### src/rtl/l1_port_arbiter_pkg.sv
// Shared types for the L1 port arbiter: FSM states, grant identity and the
// request tuple captured per requester.
package l1_port_arbiter_pkg;

  localparam int TUP_AW = 32;
  localparam int TUP_DW = 32;

  typedef enum logic [1:0] {
    IDLE,
    LOCK_I,
    LOCK_D
  } arb_state_e;

  typedef enum logic {
    GNT_I,
    GNT_D
  } grant_e;

  typedef struct packed {
    logic [TUP_AW-1:0] addr;
    logic              we;
    logic [TUP_DW-1:0] wdata;
    logic [3:0]        mask;
  } req_tuple_t;

endpackage

### src/rtl/l1_port_arbiter_req_hold.sv
// Per-requester result hold: remembers the last completed tuple and its data so
// a requester that keeps presenting the same tuple is served without memory.
module req_hold
  import l1_port_arbiter_pkg::*;
#(
  parameter int DW = 32
) (
  input  logic          clk_i,
  input  logic          rst_ni,
  input  logic          req_i,
  input  req_tuple_t    tuple_i,
  input  logic          load_i,
  input  req_tuple_t    load_tuple_i,
  input  logic [DW-1:0] load_data_i,
  input  logic          clr_i,
  output logic          served_o,
  output logic [DW-1:0] data_o
);

  logic          valid_q, valid_d;
  req_tuple_t    tuple_q, tuple_d;
  logic [DW-1:0] data_q, data_d;
  logic          hit;

  assign hit      = (tuple_q == tuple_i);
  assign served_o = valid_q && hit && req_i;
  assign data_o   = data_q;

  // A load always wins: the winner of a completion cannot also be the target
  // of the write-clear in the same cycle.
  always_comb begin
    valid_d = valid_q;
    tuple_d = tuple_q;
    data_d  = data_q;
    if (load_i) begin
      valid_d = 1'b1;
      tuple_d = load_tuple_i;
      data_d  = load_data_i;
    end else if (clr_i || !req_i || !hit) begin
      valid_d = 1'b0;
    end
  end

  always_ff @(posedge clk_i or negedge rst_ni) begin
    if (!rst_ni) begin
      valid_q <= 1'b0;
    end else begin
      valid_q <= valid_d;
    end
  end

  always_ff @(posedge clk_i) begin
    tuple_q <= tuple_d;
    data_q  <= data_d;
  end

endmodule

### src/rtl/l1_port_arbiter.sv
// Shares one single-port memory between instruction fetch and data access:
// data has priority, fetch is forced after MAX_D_STREAK consecutive data grants.
module l1_port_arbiter
  import l1_port_arbiter_pkg::*;
#(
  parameter int AW           = 32,
  parameter int DW           = 32,
  parameter int MAX_D_STREAK = 4
) (
  input  logic          clk,
  input  logic          rst_n,
  input  logic [AW-1:0] Iaddr,
  input  logic          Imemaccess,
  output logic [DW-1:0] Iinstn,
  output logic          Iwait,
  input  logic [AW-1:0] Daddr,
  input  logic          Dwe,
  input  logic [DW-1:0] Dwritedata,
  input  logic [3:0]    dmem_mask,
  input  logic          Dmemaccess,
  output logic [DW-1:0] Dreaddata,
  output logic          Dwait,
  output logic          mem_req,
  output logic          mem_we,
  output logic [AW-3:0] mem_addr,
  output logic [DW-1:0] mem_wdata,
  output logic [3:0]    mem_mask,
  input  logic [DW-1:0] mem_rdata,
  input  logic          mem_ready
);

  localparam logic [3:0] STREAK_MAX = 4'(MAX_D_STREAK);

  arb_state_e    state_q;
  req_tuple_t    lock_tup_q;
  logic [3:0]    d_streak_q;

  logic          i_req, d_req;
  logic          i_served, d_served;
  logic          i_pend, d_pend;
  req_tuple_t    i_tup, d_tup, gnt_tup;
  grant_e        gnt;
  logic          gnt_vld;
  logic          complete, i_done, d_done, i_done_hit, d_done_hit;
  logic [DW-1:0] i_hold_data, d_hold_data;
  logic          unused_addr_lsb;

  assign i_req = Imemaccess;
  assign d_req = Dmemaccess | Dwe;

  always_comb begin
    i_tup       = '0;
    i_tup.addr  = TUP_AW'(Iaddr);
    d_tup       = '0;
    d_tup.addr  = TUP_AW'(Daddr);
    d_tup.we    = Dwe;
    d_tup.wdata = TUP_DW'(Dwritedata);
    d_tup.mask  = dmem_mask;
  end

  assign i_pend = i_req && !i_served;
  assign d_pend = d_req && !d_served;

  // In IDLE the winner drives memory directly so a ready memory completes with
  // zero wait; once locked, the captured tuple keeps the bus stable.
  always_comb begin
    gnt     = GNT_D;
    gnt_vld = 1'b0;
    gnt_tup = d_tup;
    case (state_q)
      LOCK_I: begin
        gnt     = GNT_I;
        gnt_vld = 1'b1;
        gnt_tup = lock_tup_q;
      end
      LOCK_D: begin
        gnt     = GNT_D;
        gnt_vld = 1'b1;
        gnt_tup = lock_tup_q;
      end
      default: begin
        if (d_pend && !(i_pend && d_streak_q == STREAK_MAX)) begin
          gnt     = GNT_D;
          gnt_vld = 1'b1;
          gnt_tup = d_tup;
        end else if (i_pend) begin
          gnt     = GNT_I;
          gnt_vld = 1'b1;
          gnt_tup = i_tup;
        end
      end
    endcase
  end

  assign mem_req         = gnt_vld && rst_n;
  assign mem_we          = gnt_tup.we;
  assign mem_addr        = gnt_tup.addr[AW-1:2];
  assign mem_wdata       = gnt_tup.wdata[DW-1:0];
  assign mem_mask        = gnt_tup.mask;
  assign unused_addr_lsb = ^gnt_tup.addr[1:0];

  assign complete = mem_req && mem_ready;
  assign i_done   = complete && (gnt == GNT_I);
  assign d_done   = complete && (gnt == GNT_D);

  // A locked result only satisfies the requester if it still asks for it.
  assign i_done_hit = i_done && i_req && (gnt_tup == i_tup);
  assign d_done_hit = d_done && d_req && (gnt_tup == d_tup);

  assign Iwait     = i_req && !i_served && !i_done_hit;
  assign Dwait     = d_req && !d_served && !d_done_hit;
  assign Iinstn    = i_done_hit ? mem_rdata : (i_served ? i_hold_data : '0);
  assign Dreaddata = d_done_hit ? mem_rdata : (d_served ? d_hold_data : '0);

  req_hold #(.DW(DW)) u_i_hold (
    .clk_i        (clk),
    .rst_ni       (rst_n),
    .req_i        (i_req),
    .tuple_i      (i_tup),
    .load_i       (i_done),
    .load_tuple_i (gnt_tup),
    .load_data_i  (mem_rdata),
    .clr_i        (d_done && gnt_tup.we),
    .served_o     (i_served),
    .data_o       (i_hold_data)
  );

  req_hold #(.DW(DW)) u_d_hold (
    .clk_i        (clk),
    .rst_ni       (rst_n),
    .req_i        (d_req),
    .tuple_i      (d_tup),
    .load_i       (d_done),
    .load_tuple_i (gnt_tup),
    .load_data_i  (mem_rdata),
    .clr_i        (1'b0),
    .served_o     (d_served),
    .data_o       (d_hold_data)
  );

  always_ff @(posedge clk or negedge rst_n) begin
    if (!rst_n) begin
      state_q    <= IDLE;
      lock_tup_q <= '0;
      d_streak_q <= '0;
    end else begin
      case (state_q)
        IDLE: begin
          if (gnt_vld && !mem_ready) begin
            state_q    <= (gnt == GNT_I) ? LOCK_I : LOCK_D;
            lock_tup_q <= gnt_tup;
          end
        end
        LOCK_I, LOCK_D: begin
          if (mem_ready) begin
            state_q <= IDLE;
          end
        end
        default: state_q <= IDLE;
      endcase

      if (i_done || !i_pend) begin
        d_streak_q <= '0;
      end else if (d_done && d_streak_q != STREAK_MAX) begin
        d_streak_q <= d_streak_q + 4'd1;
      end
    end
  end

endmodule

### config.mk
export PLATFORM = sky130hd
export DESIGN_NAME = l1_port_arbiter
export DESIGN_NICKNAME = d
export VERILOG_FILES = /design/src/rtl/l1_port_arbiter_pkg.sv /design/src/rtl/l1_port_arbiter_req_hold.sv /design/src/rtl/l1_port_arbiter.sv
export SDC_FILE = /design/constraint.sdc
export NUM_CORES = 1
export LEC_CHECK = 0
export CAP_MARGIN = 20
export CORE_MARGIN = 3
export CORE_UTILIZATION = 58
export CTS_CLUSTER_DIAMETER = 150
export CTS_CLUSTER_SIZE = 28
export DETAILED_ROUTE_END_ITERATION = 10
export PLACE_DENSITY = 0.86
export SYNTH_ARGS = -nofsm -noshare
export SYNTH_HDL_FRONTEND = slang
export SYNTH_HIERARCHICAL = 1
export SYNTH_SLANG_ARGS = --single-unit
### constraint.sdc
create_clock -name clk -period 20.7 [get_ports clk]
set_input_delay 2.07 -clock clk [delete_from_list [all_inputs] [get_ports clk]]
set_output_delay 2.07 -clock clk [all_outputs]
set_load 0.05 [all_outputs]
==> metrics.txt <==
htree depth 1; Layout fillers about 1900; clk_lat worst skew 0.50 ns; CTS tree yes; initial antenna violation count 2; Setup TNS Final 0 ns; core area approximately 26000 um2; EDFF count, synth 202; Clock Power Share between 10% and 20%; IO Port Bufs between 200 and 300; vias in the first global route between 10000 and 15000; top-level I/O count ~270; fin crit share ~53%; sequential fraction of the synthesis area between 50% and 60%; die area a little under 30000 um2; Distinct cells, synth 67; CP arrival ~8.9 ns; finished layout cell area 18900 um2; Register Area ~8000 um2; Net Sw Frac a little over two fifths; Slew Limit Fails 0; ANT nets after route 0; Hold Vio Cnt, Final 0; largest family of logic cells by synthesized area simple AND/OR/NAND/NOR gates; CTS Hold Bufs 0; clk slew on worst S/H paths 0.11 ns; area grow syn2layout 20.1%; Pre-Repair DR Iteration Count 6; CP Capture Type output pin; 1st-iter DRT viols around 1700; # DRC 0; clock buffer count from CTS 13; leakage ~7.4 nW; gpl congestion roughly 1; XOR/XNOR Fraction of Synth Area approximately a tenth; post-CTS setup buffers 0; Synth Area in Simple Gates between 10% and 20%; WS Path Type in2out; Die Ht between 150 and 200 um; Die X approximately 170 um; Synth warnings 6; row count between 50 and 60; largest net degree at the start of global routing between 100 and 150; drt via density just over 6; status finished, final reports clean; Hold Crit Class reg2reg; routed vias between 10000 and 15000; Critical Path Source Type primary input; post-layout minimum cycle time 10.99 ns; WP data required roughly 19 ns; adder-cell share of the synthesized area less than 1%; Logic pwr share between 40% and 50%; worst hold path depth 2; Cell Area, Synth about 16000 um2; Post-DP HPWL roughly 37 mm; final WL between 40 and 50 mm; Mean Syn Cell Area 10.4 um2; placed insts 2060; Max-Cap Viols 0; post-CTS sizing 0; asr flop ratio synth 27.6%; P per Cell Area 116 nW/um2; Reg power frac approximately two fifths; clk sink count around 280; gr ovfl total 0; wire per inst about 24 um; global-route wire length before repair 74.0 mm; Internal Power approximately 1.2 mW; Main synth FF type edfxtp_1; Final nets between 1500 and 2000; Initial Util between 50% and 60%; compound-gate portion of the synthesized area 8.68%; # setup viols final 0; placed standard-cell area between 15000 and 20000 um2; slew of the pin with the lowest slew margin 1.06 ns; CTS root buffer clkbuf_16; number of synthesized register bits around 280; unrepaired setup endpoints after global routing no; NetSw approximately 960 uW; Layout Cells excl Fill 2084; crit path max fanout slightly below 80; Multi-input gate area roughly 6800 um2; Setup Skew 0.0188 ns; Slew HR between 20 and 30%; Longest Clk Path Bufs 3; Gate Count Post-Synth between 1500 and 2000; Worst IR Drop VDD about 0.00011 V; mux cell area share after synthesis under 10%; R2R depth 12; layout cells sized above 1 approximately 5.6%; Total GRT Usage approximately 33%; fmax 91.0 MHz
==> path summary, 6_finish.rpt <==
kind	from	to	slack, ns
max	Iaddr[22]	Dreaddata[20]	9.71
min	state_q[0]$_DFFE_PN0P_	state_q[0]$_DFFE_PN0P_	0.55
max reg2reg	u_d_hold/tuple_q[68]$_DFFE_PP_	u_i_hold/tuple_q[12]$_DFFE_PP_	15.36
min reg2reg	state_q[0]$_DFFE_PN0P_	state_q[0]$_DFFE_PN0P_	0.55
max in group asynchronous	rst_n	lock_tup_q[60]$_DFFE_PN0P_	18.04
min in group asynchronous	rst_n	lock_tup_q[45]$_DFFE_PN0P_	1.56
==> critical path, cell delays in order <==
cell             delay (ns)
clkdlybuf4s50_1        0.66
nand2b_1               0.16
o2111ai_1              0.13
nor4_1                 0.80
nand4_1                0.29
nor3b_2                0.24
buf_4                  0.39
nor2b_1                0.23
o31ai_4                0.14
buf_4                  0.81
o21ai_1                0.19
a221oi_2               0.27
o2111ai_1              0.15
or4b_2                 1.01
buf_16                 0.30
mux2i_1                0.18
clkdlybuf4s50_1        0.85
==> cell usage after synthesis, types with 29 or more instances <==
cell type    n  area [um2]
buf_4       66         495
clkbuf_1    43         161
dfrtp_1     77        1930
edfxtp_1   202        6070
inv_1      109         409
mux2_2      51         574
mux2i_1     66         661
nand2_1    260         976
nand2b_1    41         257
nand4_1     37         231
nor2_1      29         109
nor2b_1     41         257
nor4_1      32         200
o21ai_0     92         460
xnor2_1    123        1080
xor2_1      58         508
==> final cells by class <==
class / instances / share of cell area (%)
multi-input cells: 1050 / 36.2
flip-flops and latches: 279 / 42.3
diodes: 1 / 0.0132
well taps: 335 / 2.22
inverters: 114 / 2.28
repair buffers: 284 / 15.1
clock buffers: 21 / 1.88
==> logic make-up after synthesis <==
family                   Yosys count
XOR/XNOR                         181
multiplexers                     117
AND/OR/NAND/NOR                  490
flip-flops                       279
AO/OA/AOI/OAI                    209
buffers and inverters            233
other                              1
adder cells (fa/ha/maj)            4
==> layout by cell type (no fill, tap or decap), drive strengths merged, types with 32 or more instances in the layout <==
master,count
edfxtp,202
nand2,260
nand4,37
mux2,51
xor2,58
xnor2,123
nor2b,41
dfrtp,77
o21ai,96
mux2i,66
nand2b,41
clkdlybuf4s50,270
conb,49
inv,114
nor4,32
==> stage by stage <==
step | utilization (%) | hold WS, ns | setup slack [ns] | total power, mW
floorplan | - | 0.472 | 12.18 | 1.59
global placement | 70.0 | 0.501 | 9.95 | 1.86
detailed placement | 70.1 | 0.513 | 9.75 | 1.88
CTS | 71.5 | 0.540 | 9.74 | 2.17
global route | 71.7 | 0.587 | 9.45 | 2.27
finish | 71.7 | 0.549 | 9.71 | 2.19
==> state kept, by name, indices dropped and copies added (netlist names) <==
signal and flops:
lock_tup_q 69, d_streak_q 4, u_i_hold/data_o 32, u_i_hold/tuple_q 69
u_d_hold/valid_q 1, u_i_hold/valid_q 1, u_d_hold/data_o 32, u_d_hold/tuple_q 69
state_q 2
==> power by group through the flow <==
| stage | Combinational, mW | Sequential [mW] | Clock, mW |
|---|---|---|---|
| after CTS | 0.988 | 0.887 | 0.293 |
| after global routing | 1.06 | 0.904 | 0.310 |
| after global placement | 0.968 | 0.893 | 0 |
| final | 1.00 | 0.892 | 0.290 |
| after floorplan | 0.727 | 0.863 | 0 |
| after detailed placement | 0.984 | 0.898 | 0 |
==> metal layers <==
layer  global-route usage, %  share of wire [%]
met2                    52.9                 47
met3                    7.51                 12
met4                    10.7                3.5
met5                       0              0.026
met1                    46.2                 38
Power figures use the tool's default switching activity.
